$ cat src/rtl/zigma_pkg.sv
// Shared definitions for the Zigma_RISCV boot loader blocks.
//   loader_state_e : loader FSM state encoding
//   HDR_BYTES      : number of length-header bytes ahead of the payload
//   WORD_W         : instruction word width in bits
package zigma_pkg;

  localparam int unsigned HDR_BYTES = 2;
  localparam int unsigned WORD_W    = 32;

  typedef enum logic [2:0] {
    ST_IDLE  = 3'd0,
    ST_LEN0  = 3'd1,
    ST_LEN1  = 3'd2,
    ST_DATA  = 3'd3,
    ST_CHECK = 3'd4,
    ST_DONE  = 3'd5
  } loader_state_e;

endpackage

$ cat src/rtl/imem_loader.sv
// Boot-time instruction memory writer. Receives a byte stream
// {LEN_LO, LEN_HI, LEN x 4-byte little-endian words}, writes each word to the
// instruction memory port and holds the core while loading.
//
// Ports:
//   clk, reset          : clock, synchronous active-high reset
//   start               : begin a load (sampled only in IDLE)
//   in_data/in_valid    : input byte stream
//   in_ready            : a byte is accepted when in_valid && in_ready
//   mem_we/addr/wdata   : registered one-cycle memory write
//   cpu_hold, busy      : core stall request / loader not idle
//   done                : one-cycle pulse at end of load
//   err                 : sticky error (length overflow, checksum mismatch)
//   words_loaded        : words written in the current or last load
//
// Build option: IMEM_LOADER_CHECKSUM_EN adds a trailing XOR checksum byte
// checked in a CHECK state after the payload.
//
// ADDR_W is expected to be at most 16 (length header is 16 bits).
module imem_loader
  import zigma_pkg::*;
#(
  parameter int unsigned ADDR_W    = 8,
  parameter int unsigned BASE_ADDR = 0
) (
  input  logic              clk,
  input  logic              reset,
  input  logic              start,
  input  logic [7:0]        in_data,
  input  logic              in_valid,
  output logic              in_ready,
  output logic              mem_we,
  output logic [ADDR_W-1:0] mem_addr,
  output logic [WORD_W-1:0] mem_wdata,
  output logic              cpu_hold,
  output logic              busy,
  output logic              done,
  output logic              err,
  output logic [15:0]       words_loaded
);

  localparam int unsigned ASM_W = WORD_W - 8;
  localparam logic [16:0] DEPTH = 17'(64'd1 << ADDR_W);

`ifdef IMEM_LOADER_CHECKSUM_EN
  localparam loader_state_e POST_DATA = ST_CHECK;
`else
  localparam loader_state_e POST_DATA = ST_DONE;
`endif

  loader_state_e state_q, state_d;

  logic [7:0]        len_lo_q, len_lo_d;
  logic [15:0]       len_q, len_d;
  logic [1:0]        byte_cnt_q, byte_cnt_d;
  logic [ASM_W-1:0]  word_q, word_d;
  logic              in_ready_q, in_ready_d;
  logic              mem_we_q, mem_we_d;
  logic [ADDR_W-1:0] mem_addr_q, mem_addr_d;
  logic [WORD_W-1:0] mem_wdata_q, mem_wdata_d;
  logic              cpu_hold_q, cpu_hold_d;
  logic              busy_q, busy_d;
  logic              done_q, done_d;
  logic              err_q, err_d;
  logic [15:0]       words_loaded_q, words_loaded_d;
`ifdef IMEM_LOADER_CHECKSUM_EN
  logic [7:0]        csum_q, csum_d;
`endif

  logic        accept;
  logic [15:0] hdr_len;
  logic        len_ovf;
  logic        last_word;

  assign accept    = in_valid && in_ready_q;
  assign hdr_len   = {in_data, len_lo_q};
  assign len_ovf   = {1'b0, hdr_len} > DEPTH;
  // The word being completed is the last one when its index is len-1.
  assign last_word = (words_loaded_q + 16'd1) == len_q;

  // State register
  always_ff @(posedge clk) begin
    if (reset) state_q <= ST_IDLE;
    else       state_q <= state_d;
  end

  // Next-state logic
  always_comb begin
    state_d = state_q;
    case (state_q)
      ST_IDLE: if (start) state_d = ST_LEN0;
      ST_LEN0: if (accept) state_d = ST_LEN1;
      ST_LEN1: begin
        if (accept) begin
          if (len_ovf)                 state_d = ST_IDLE;
          else if (hdr_len == 16'd0)   state_d = POST_DATA;
          else                         state_d = ST_DATA;
        end
      end
      ST_DATA: if (accept && (byte_cnt_q == 2'd3) && last_word) state_d = POST_DATA;
`ifdef IMEM_LOADER_CHECKSUM_EN
      ST_CHECK: if (accept) state_d = ST_DONE;
`endif
      ST_DONE: state_d = ST_IDLE;
      default: state_d = ST_IDLE;
    endcase
  end

  // Output / datapath next values; status outputs follow the next state so
  // they are registered yet aligned with the state they describe.
  always_comb begin
    len_lo_d       = len_lo_q;
    len_d          = len_q;
    byte_cnt_d     = byte_cnt_q;
    word_d         = word_q;
    mem_we_d       = 1'b0;
    mem_addr_d     = mem_addr_q;
    mem_wdata_d    = mem_wdata_q;
    err_d          = err_q;
    words_loaded_d = words_loaded_q;
`ifdef IMEM_LOADER_CHECKSUM_EN
    csum_d         = csum_q;
`endif
    in_ready_d = (state_d == ST_LEN0) || (state_d == ST_LEN1) ||
                 (state_d == ST_DATA) || (state_d == ST_CHECK);
    busy_d     = (state_d != ST_IDLE);
    cpu_hold_d = busy_d;
    done_d     = (state_d == ST_DONE);

    case (state_q)
      ST_IDLE: begin
        if (start) begin
          err_d          = 1'b0;
          words_loaded_d = 16'd0;
          byte_cnt_d     = 2'd0;
`ifdef IMEM_LOADER_CHECKSUM_EN
          csum_d         = 8'd0;
`endif
        end
      end
      ST_LEN0: if (accept) len_lo_d = in_data;
      ST_LEN1: begin
        if (accept) begin
          len_d = hdr_len;
          if (len_ovf) err_d = 1'b1;
        end
      end
      ST_DATA: begin
        if (accept) begin
          // New byte enters at the top; after four bytes byte 0 sits at [7:0].
          word_d     = {in_data, word_q[ASM_W-1:8]};
          byte_cnt_d = byte_cnt_q + 2'd1;
`ifdef IMEM_LOADER_CHECKSUM_EN
          csum_d     = csum_q ^ in_data;
`endif
          if (byte_cnt_q == 2'd3) begin
            mem_we_d       = 1'b1;
            mem_addr_d     = ADDR_W'(BASE_ADDR + 32'(words_loaded_q));
            mem_wdata_d    = {in_data, word_q};
            words_loaded_d = words_loaded_q + 16'd1;
          end
        end
      end
`ifdef IMEM_LOADER_CHECKSUM_EN
      ST_CHECK: if (accept && (in_data != csum_q)) err_d = 1'b1;
`endif
      default: ;
    endcase
  end

  // Datapath and output registers
  always_ff @(posedge clk) begin
    if (reset) begin
      len_lo_q       <= 8'd0;
      len_q          <= 16'd0;
      byte_cnt_q     <= 2'd0;
      word_q         <= '0;
      in_ready_q     <= 1'b0;
      mem_we_q       <= 1'b0;
      mem_addr_q     <= '0;
      mem_wdata_q    <= '0;
      cpu_hold_q     <= 1'b0;
      busy_q         <= 1'b0;
      done_q         <= 1'b0;
      err_q          <= 1'b0;
      words_loaded_q <= 16'd0;
`ifdef IMEM_LOADER_CHECKSUM_EN
      csum_q         <= 8'd0;
`endif
    end else begin
      len_lo_q       <= len_lo_d;
      len_q          <= len_d;
      byte_cnt_q     <= byte_cnt_d;
      word_q         <= word_d;
      in_ready_q     <= in_ready_d;
      mem_we_q       <= mem_we_d;
      mem_addr_q     <= mem_addr_d;
      mem_wdata_q    <= mem_wdata_d;
      cpu_hold_q     <= cpu_hold_d;
      busy_q         <= busy_d;
      done_q         <= done_d;
      err_q          <= err_d;
      words_loaded_q <= words_loaded_d;
`ifdef IMEM_LOADER_CHECKSUM_EN
      csum_q         <= csum_d;
`endif
    end
  end

  assign in_ready     = in_ready_q;
  assign mem_we       = mem_we_q;
  assign mem_addr     = mem_addr_q;
  assign mem_wdata    = mem_wdata_q;
  assign cpu_hold     = cpu_hold_q;
  assign busy         = busy_q;
  assign done         = done_q;
  assign err          = err_q;
  assign words_loaded = words_loaded_q;

endmodule

$ cat config.mk
export PLATFORM = sky130hd
export DESIGN_NAME = imem_loader
export DESIGN_NICKNAME = d
export VERILOG_FILES = /design/src/rtl/zigma_pkg.sv /design/src/rtl/imem_loader.sv
export SDC_FILE = /design/constraint.sdc
export NUM_CORES = 1
export LEC_CHECK = 0
export ABC_CLOCK_PERIOD_IN_PS = 3000
export CAP_MARGIN = 20
export CORE_MARGIN = 2
export CORE_UTILIZATION = 55
export CTS_BUF_LIST = sky130_fd_sc_hd__clkbuf_4
export DETAILED_ROUTE_END_ITERATION = 12
export GPL_TIMING_DRIVEN = 0
export MAX_ROUTING_LAYER = met4
export PLACE_DENSITY = 0.89
export SYNTH_ARGS = -nofsm -noshare
export SYNTH_HDL_FRONTEND = slang
export SYNTH_SLANG_ARGS = --single-unit
$ cat constraint.sdc
create_clock -name clk -period 3 [get_ports clk]
set_input_delay 0.9 -clock clk [delete_from_list [all_inputs] [get_ports clk]]
set_output_delay 0.9 -clock clk [all_outputs]
set_load 0.03 [all_outputs]
==> flow_summary_export.csv, run 1 <==
group,metric,value,unit
power_and_ir_drop,p_clk_frac,0.385,
drt,vias,4892,
sta,grt_setup_unrepaired,"false",
power_and_ir_drop,switching_share,0.263,
clock_network,cts_made_buffers,17,
sta,worst_pin_slew,812,ps
clock_network,postCtsHoldBufs,0,
power_and_ir_drop,power_leakage,2.07,nW
sta,slew_viol_final,0,
critical_path,critPathCaptureType,"output port",
placed_design,dp_hpwl,10.1,mm
clock_network,root_buffer,"clkbuf_4",
clock_network,clock_latency,520,ps
synthesis,ys_warn_count,0,
grt,grt_antenna_before_repair,1,
critical_path,ff2ff_setup_slack,300,ps
critical_path,startpoint_type,"flip-flop",
drt,wl,13.9,mm
critical_path,path_cells,"clkdlybuf4s50_1",
finish,stdcell_count,838,
placed_design,place_inst,805,
synthesis,syn_nets,638,
hold_path,worstHoldStart,"mem_wdata[13]",
power_and_ir_drop,p_seq_frac,0.566,
placed_design,io_buffers,73,
synthesis,yosysTopAreaCell,"dfxtp_1",
power_and_ir_drop,finalPower,0.00271,W
clock_network,cts_post_setup_buffers_inserted,0,
critical_path,reg2reg_to,"done",
synthesis,yosysUniqueCellTypes,53,
synthesis,synth_edf_count,0,
grt,grt_use_total,0.300,
critical_path,cp_top_family,"buffers and inverters",
critical_path,r2r_start,"words_loaded[0]",
status,outcome,"completed",
critical_path,worstPathMaxFanout,9,
finish,fin_nets,730,
power_and_ir_drop,irDropWorstVdd,336,uV
clock_network,htree_levels,4,
clock_network,clockBufferDepth,2,
hold_path,holdPathStages,2,
sta,finalCriticalPeriod,2750,ps
finish,drive_gt1_frac,0.0850,
clock_network,cts_resized,0,
synthesis,syn_area,4970,sq um
grt,grt_pass1_vias,4704,
critical_path,ff2ff_path_depth,7,
sta,fin_crit_sh,0.916,
clock_network,clkSinkCount,114,
clock_network,clk_pin_slew,100,ps
floorplanning,start_util,0.570,
drt,drcViolationCount,0,
sta,timing.final.hold_violations,0,
finish,area_delta_synth_final,22.6,%
floorplanning,die_h,99.0,um
synthesis,ys_seq_area_frac,0.459,
floorplanning,die_area,9810,sq um
sta,max_freq,364,MHz
power_and_ir_drop,p_int,0.00200,W
placed_design,gp_congestion,0.903,
floorplanning,core_region_area,8720,sq um
drt,ant_nets,0,
floorplanning,ios,74,
sta,final.setup.worst_slack,253,ps
grt,grt_pass1_wl,22.8,mm
drt,drt_iter0_drc,353,
placed_design,dp_slack,-83.8,ps
synthesis,yosys_most_used_dff,"dfxtp_1",
critical_path,required,2100,ps
critical_path,worstSetupStartpoint,"words_loaded[0]",
power_and_ir_drop,p_sw,0.000711,W
hold_path,hp-class,"flip-flop to flip-flop",
clock_network,tritoncts,"done",
drt,avgRoutedWirePerCell,16.6,um
drt,vias_per_cell,5.84,
sta,skew,12.5,ps
synthesis,yosysTopAreaCellShare,0.459,
power_and_ir_drop,power_density,444,nW/um^2
critical_path,crit_buf_inv,1,
flow_run,maxCapViolCount,0,
critical_path,cp.arrival,1850,ps
critical_path,max_stage_delay,750,ps
floorplanning,rows,34,
sta,setup-violations-final,0,
critical_path,worst-setup-path-type,"flip-flop to output port",
hold_path,holdPathEnd,"mem_wdata[13]",
power_and_ir_drop,combPwrFrac,0.049,
synthesis,ys_top_cells_by_area,"dfxtp_1 (46%), nand2_1 (13%), a21oi_1 (10%)",
synthesis,synth-seq-cells,114,
synthesis,synth.avg_cell_area,7.96,sq um
finish,n_fill_cell,702,
synthesis,async_reset_ff_frac,0,
finish,fin_area,6090,sq um
grt,grt_remaining_overflow,0,
critical_path,crit_slowest_cell,"clkdlybuf4s50_1",
floorplanning,die_x,99.0,um
sta,maxSlewHeadroom,0.456,
placed_design,placed_cell_area,5830,sq um
grt,grt_max_degree,17,
drt,drtPass1Iterations,7,
synthesis,syn-instance-count,624,
[worst max path at each step]
stage | to | slack (ps) | cells past startpoint
after floorplan | in_ready | 620 | 7
after global placement | words_loaded[15] | -50 | 7
after global routing | state_q[1] | 100 | 7
after CTS | words_loaded[0] | 260 | 1
final | words_loaded[0] | 250 | 1
after detailed placement | words_loaded[15] | -80 | 7
[layout make-up]
type | instances | area, sq um | share of cell area
multi-input cells | 464 | 2480 | 0.407
flip-flops and latches | 114 | 2280 | 0.375
repair buffers | 73 | 731 | 0.120
plain buffers | 43 | 195 | 0.0320
clock buffers | 19 | 143 | 0.0234
well taps | 108 | 135 | 0.0222
clock inverters | 13 | 113 | 0.0185
inverters | 3 | 11.3 | 0.00185
diodes | 1 | 2.50 | 0.000411
[cell usage in the layout, fill, tap and decap left out, drive strengths merged, types with 10 or more instances in the layout]
master	n
o21ai	14
dfxtp	114
nand3	16
nand2	169
a21oi	104
clkdlybuf4s50	73
clkbuf	46
xnor2	10
nor2	37
buf	16
[kinds of logic (layout without fill, tap and decap cells)]
group,Yosys count,after routing,share of synthesized area
mux,8,8,0.0161
other cells,0,1,0
xor+xnor,20,20,0.0380
buf+inv,46,151,0.0415
flops,114,114,0.459
simple gates,288,288,0.272
compound gates,146,146,0.168
fa+ha+maj,2,2,0.00504
[power groups by stage]
stage                     clock [W]  combinational (W)  sequential, W
after CTS                   0.00104           0.000131        0.00153
final                       0.00104           0.000134        0.00153
after global routing        0.00112           0.000142        0.00153
after global placement            0           0.000128        0.00156
after detailed placement          0           0.000130        0.00156
after floorplan                   0          0.0000662        0.00157
[synth_stat cells, types with 4 or more instances]
cell type    n
a211oi_1     4
a21o_1       4
a21oi_1    104
buf_2       11
buf_4        5
clkbuf_1    26
dfxtp_1    114
mux2i_1      8
nand2_1    169
nand2b_1     6
nand3_1     15
nand3b_1     5
nand4_1      8
nor2_1      36
nor3_1       8
nor4_1       5
o21a_1       4
o21ai_0     13
or2_2        4
or3_1        6
xnor2_1     10
xor2_1       9
[state kept, by name, summed over array words and instances (netlist names), 2 cells and up]
| name | count |
|---|---|
| mem_wdata | 32 |
| word_q | 24 |
| len_q | 16 |
| words_loaded | 16 |
| len_lo_q | 8 |
| mem_addr | 8 |
| state_q | 3 |
| byte_cnt_q | 2 |
[metal layers]
metal | up-vias | track usage | wire length (um)
met5 | - | - | 0
met4 | 0 | 0.114 | 304
met3 | 29 | 0.0794 | 1150
met2 | 218 | 0.454 | 6520
met1 | 2316 | 0.388 | 5950
li1 | 2329 | - | -
[metrics by stage]
stage                     setup TNS [ps]  utilization  hold WS [ps]
final                                  0        0.699           459
after global placement              -193        0.669           444
after global routing                   0        0.699           483
after detailed placement            -775        0.669           447
after CTS                              0        0.698           462
after floorplan                        0            -           432
(Power assumes the default switching activity.)
==> inputs of run 2 (changes only) <==
--- a/config.mk
+++ b/config.mk
@@ -12,6 +12,7 @@
 export CTS_BUF_LIST = sky130_fd_sc_hd__clkbuf_4
 export DETAILED_ROUTE_END_ITERATION = 12
 export GPL_TIMING_DRIVEN = 0
+export HOLD_SLACK_MARGIN = 0.05
 export MAX_ROUTING_LAYER = met4
 export PLACE_DENSITY = 0.89
 export SYNTH_ARGS = -nofsm -noshare
==> results of run 2 <==
No change in the layout: final DEF, timing and power equal those of run 1.
==> inputs of run 3 (changes only) <==
--- a/config.mk
+++ b/config.mk
@@ -7,7 +7,6 @@
 export LEC_CHECK = 0
 export ABC_CLOCK_PERIOD_IN_PS = 3000
 export CAP_MARGIN = 20
-export CORE_MARGIN = 2
 export CORE_UTILIZATION = 55
 export CTS_BUF_LIST = sky130_fd_sc_hd__clkbuf_4
 export DETAILED_ROUTE_END_ITERATION = 12
@@ -15,6 +14,7 @@
 export HOLD_SLACK_MARGIN = 0.05
 export MAX_ROUTING_LAYER = met4
 export PLACE_DENSITY = 0.89
+export SKIP_LAST_GASP = 1
 export SYNTH_ARGS = -nofsm -noshare
 export SYNTH_HDL_FRONTEND = slang
 export SYNTH_SLANG_ARGS = --single-unit
==> run 3 against run 2 <==
  * Core utilization is 0.24 points higher
  * Sequential cell count stayed put
  * Routed wire length is 2.3% lower
  * Non-clock buffer count stayed put
  * Critical path depth is 6 higher
  * Via count is 0.57% higher
  * Highest routed layer unchanged
==> flow_summary_export.csv, run 3 (synthesized netlist as in run 1, its figures left out) <==
group,metric,value,unit
power_and_ir_drop,irDropWorstVdd,416,uV
sta,setup-violations-final,0,
floorplanning,core_region_area,8720,sq um
finish,fin_util,0.701,
sta,skew,18.7,ps
sta,fin_crit_sh,0.933,
sta,maxSlewHeadroom,0.464,
clock_network,cts_post_setup_buffers_inserted,0,
grt,grt_pass1_vias,4648,
placed_design,io_buffers,73,
finish,largest_reg_flops,32,
power_and_ir_drop,power_density,457,nW/um^2
grt,grt_max_degree,17,
drt,drtPass1Iterations,6,
clock_network,clock_latency,530,ps
critical_path,path_cells,"ha_1 -> nand4_4 -> nor4_1 -> xnor2_1 -> nand4_1 -> nor4_2 -> a41oi_1",
critical_path,cp.arrival,3190,ps
critical_path,startpoint_type,"flip-flop",
clock_network,htree_levels,4,
sta,finalCriticalPeriod,2800,ps
clock_network,cts_made_buffers,17,
drt,ant_nets,0,
sta,timing.final.hold_violations,0,
sta,worst_pin_slew,800,ps
drt,drt_iter0_drc,459,
sta,hold_ws,454,ps
clock_network,cts_resized,0,
finish,diodes,0,
grt,grt_remaining_overflow,0,
critical_path,max_stage_delay,570,ps
drt,avgRoutedWirePerCell,16.2,um
grt,grt_antenna_before_repair,0,
clock_network,root_buffer,"clkbuf_4",
critical_path,worst-setup-path-type,"flip-flop to flip-flop",
floorplanning,die_x,97.0,um
sta,max_freq,357,MHz
floorplanning,die_h,97.0,um
placed_design,dp_hpwl,9.83,mm
power_and_ir_drop,power_leakage,2.08,nW
grt,grt_pass1_wl,22.3,mm
clock_network,postCtsHoldBufs,0,
clock_network,tritoncts,"done",
clock_network,clockBufferDepth,2,
floorplanning,rows,34,
hold_path,hp-class,"flip-flop to flip-flop",
sta,grt_setup_unrepaired,"false",
drt,vias,4920,
finish,fin_nets,730,
drt,drcViolationCount,0,
clock_network,clkSinkCount,114,
sta,slew_viol_final,0,
floorplanning,die_area,9420,sq um
flow_run,maxCapViolCount,0,
finish,final_common_cell,"nand2_1",
status,outcome,"completed",
placed_design,gp_congestion,0.922,
floorplanning,ios,74,
finish,final_cell_mix,"nand2_1 (169), dfxtp_1 (114), a21oi_1 (104)",
critical_path,crit_slowest_cell,"dfxtp_1",
finish,drive_gt1_frac,0.0850,
drt,wl,13.6,mm
floorplanning,start_util,0.570,
finish,area_delta_synth_final,23.0,%
critical_path,critPathCaptureType,"flip-flop",
critical_path,required,3390,ps
clock_network,clk_pin_slew,110,ps
critical_path,worstPathMaxFanout,10,
grt,grt_use_total,0.307,
drt,vias_per_cell,5.88,
-- run 3: cell types whose count changed in the layout (fill, tap and decap cells not counted), sizes merged --
cell | before | now
bufinv | 1 | 2
clkinv | 9 | 7
clkinvlp | 1 | 2
diode | 1 | 0
-- run 3: worst paths after layout --
path / from / endpoint / slack [ps] / cells after the start
min: word_q[6] / mem_wdata[6] / 450 / 2
max reg2reg: words_loaded[0] / state_q[1] / 200 / 7
min reg2reg: word_q[6] / mem_wdata[6] / 450 / 2
max: words_loaded[0] / state_q[1] / 200 / 7
-- run 3: layer usage --
| metal | track usage | part of all wire | vias to the layer above |
|---|---|---|---|
| li1 | - | - | 2313 |
| met1 | 0.394 | 0.43 | 2294 |
| met2 | 0.463 | 0.45 | 251 |
| met3 | 0.0665 | 0.084 | 62 |
| met4 | 0.139 | 0.031 | 0 |
| met5 | - | 0 | - |
-- run 3: critical path, delay by kind of cell (launching register included) --
family	cells	cell delay, ps
fa+ha+maj	1	400
flops	1	570
xor+xnor	1	230
simple gates	4	1280
compound gates	1	170
-- run 3: area by class of cell --
cell class,count,area (sq um)
plain buffers,43,195
inverters,3,11.3
fillers,705,2610
multi-input cells,464,2480
clock buffers,19,143
repair buffers,73,731
flip-flops and latches,114,2280
clock inverters,13,136
well taps,108,135
-- run 3: stage by stage --
step | cell area, sq um | instances | setup slack (ps) | setup TNS (ps) | total power (W)
after floorplan | 4970 | 624 | 615 | 0 | 0.00163
after global placement | 5830 | 805 | -122 | -3100 | 0.00169
after detailed placement | 5830 | 805 | -154 | -3860 | 0.00169
after CTS | 6110 | 837 | 241 | 0 | 0.00279
after global routing | 6110 | 837 | 89.3 | 0 | 0.00289
final | 6110 | 837 | 202 | 0 | 0.00280
-- run 3: where the power goes --
part,total (W),internal [W],leakage (nW),switching (W)
Sequential,0.00153,0.00152,0.919,0.0000102
Combinational,0.000132,0.0000465,1.01,0.0000856
Clock,0.00113,0.000512,0.148,0.000621
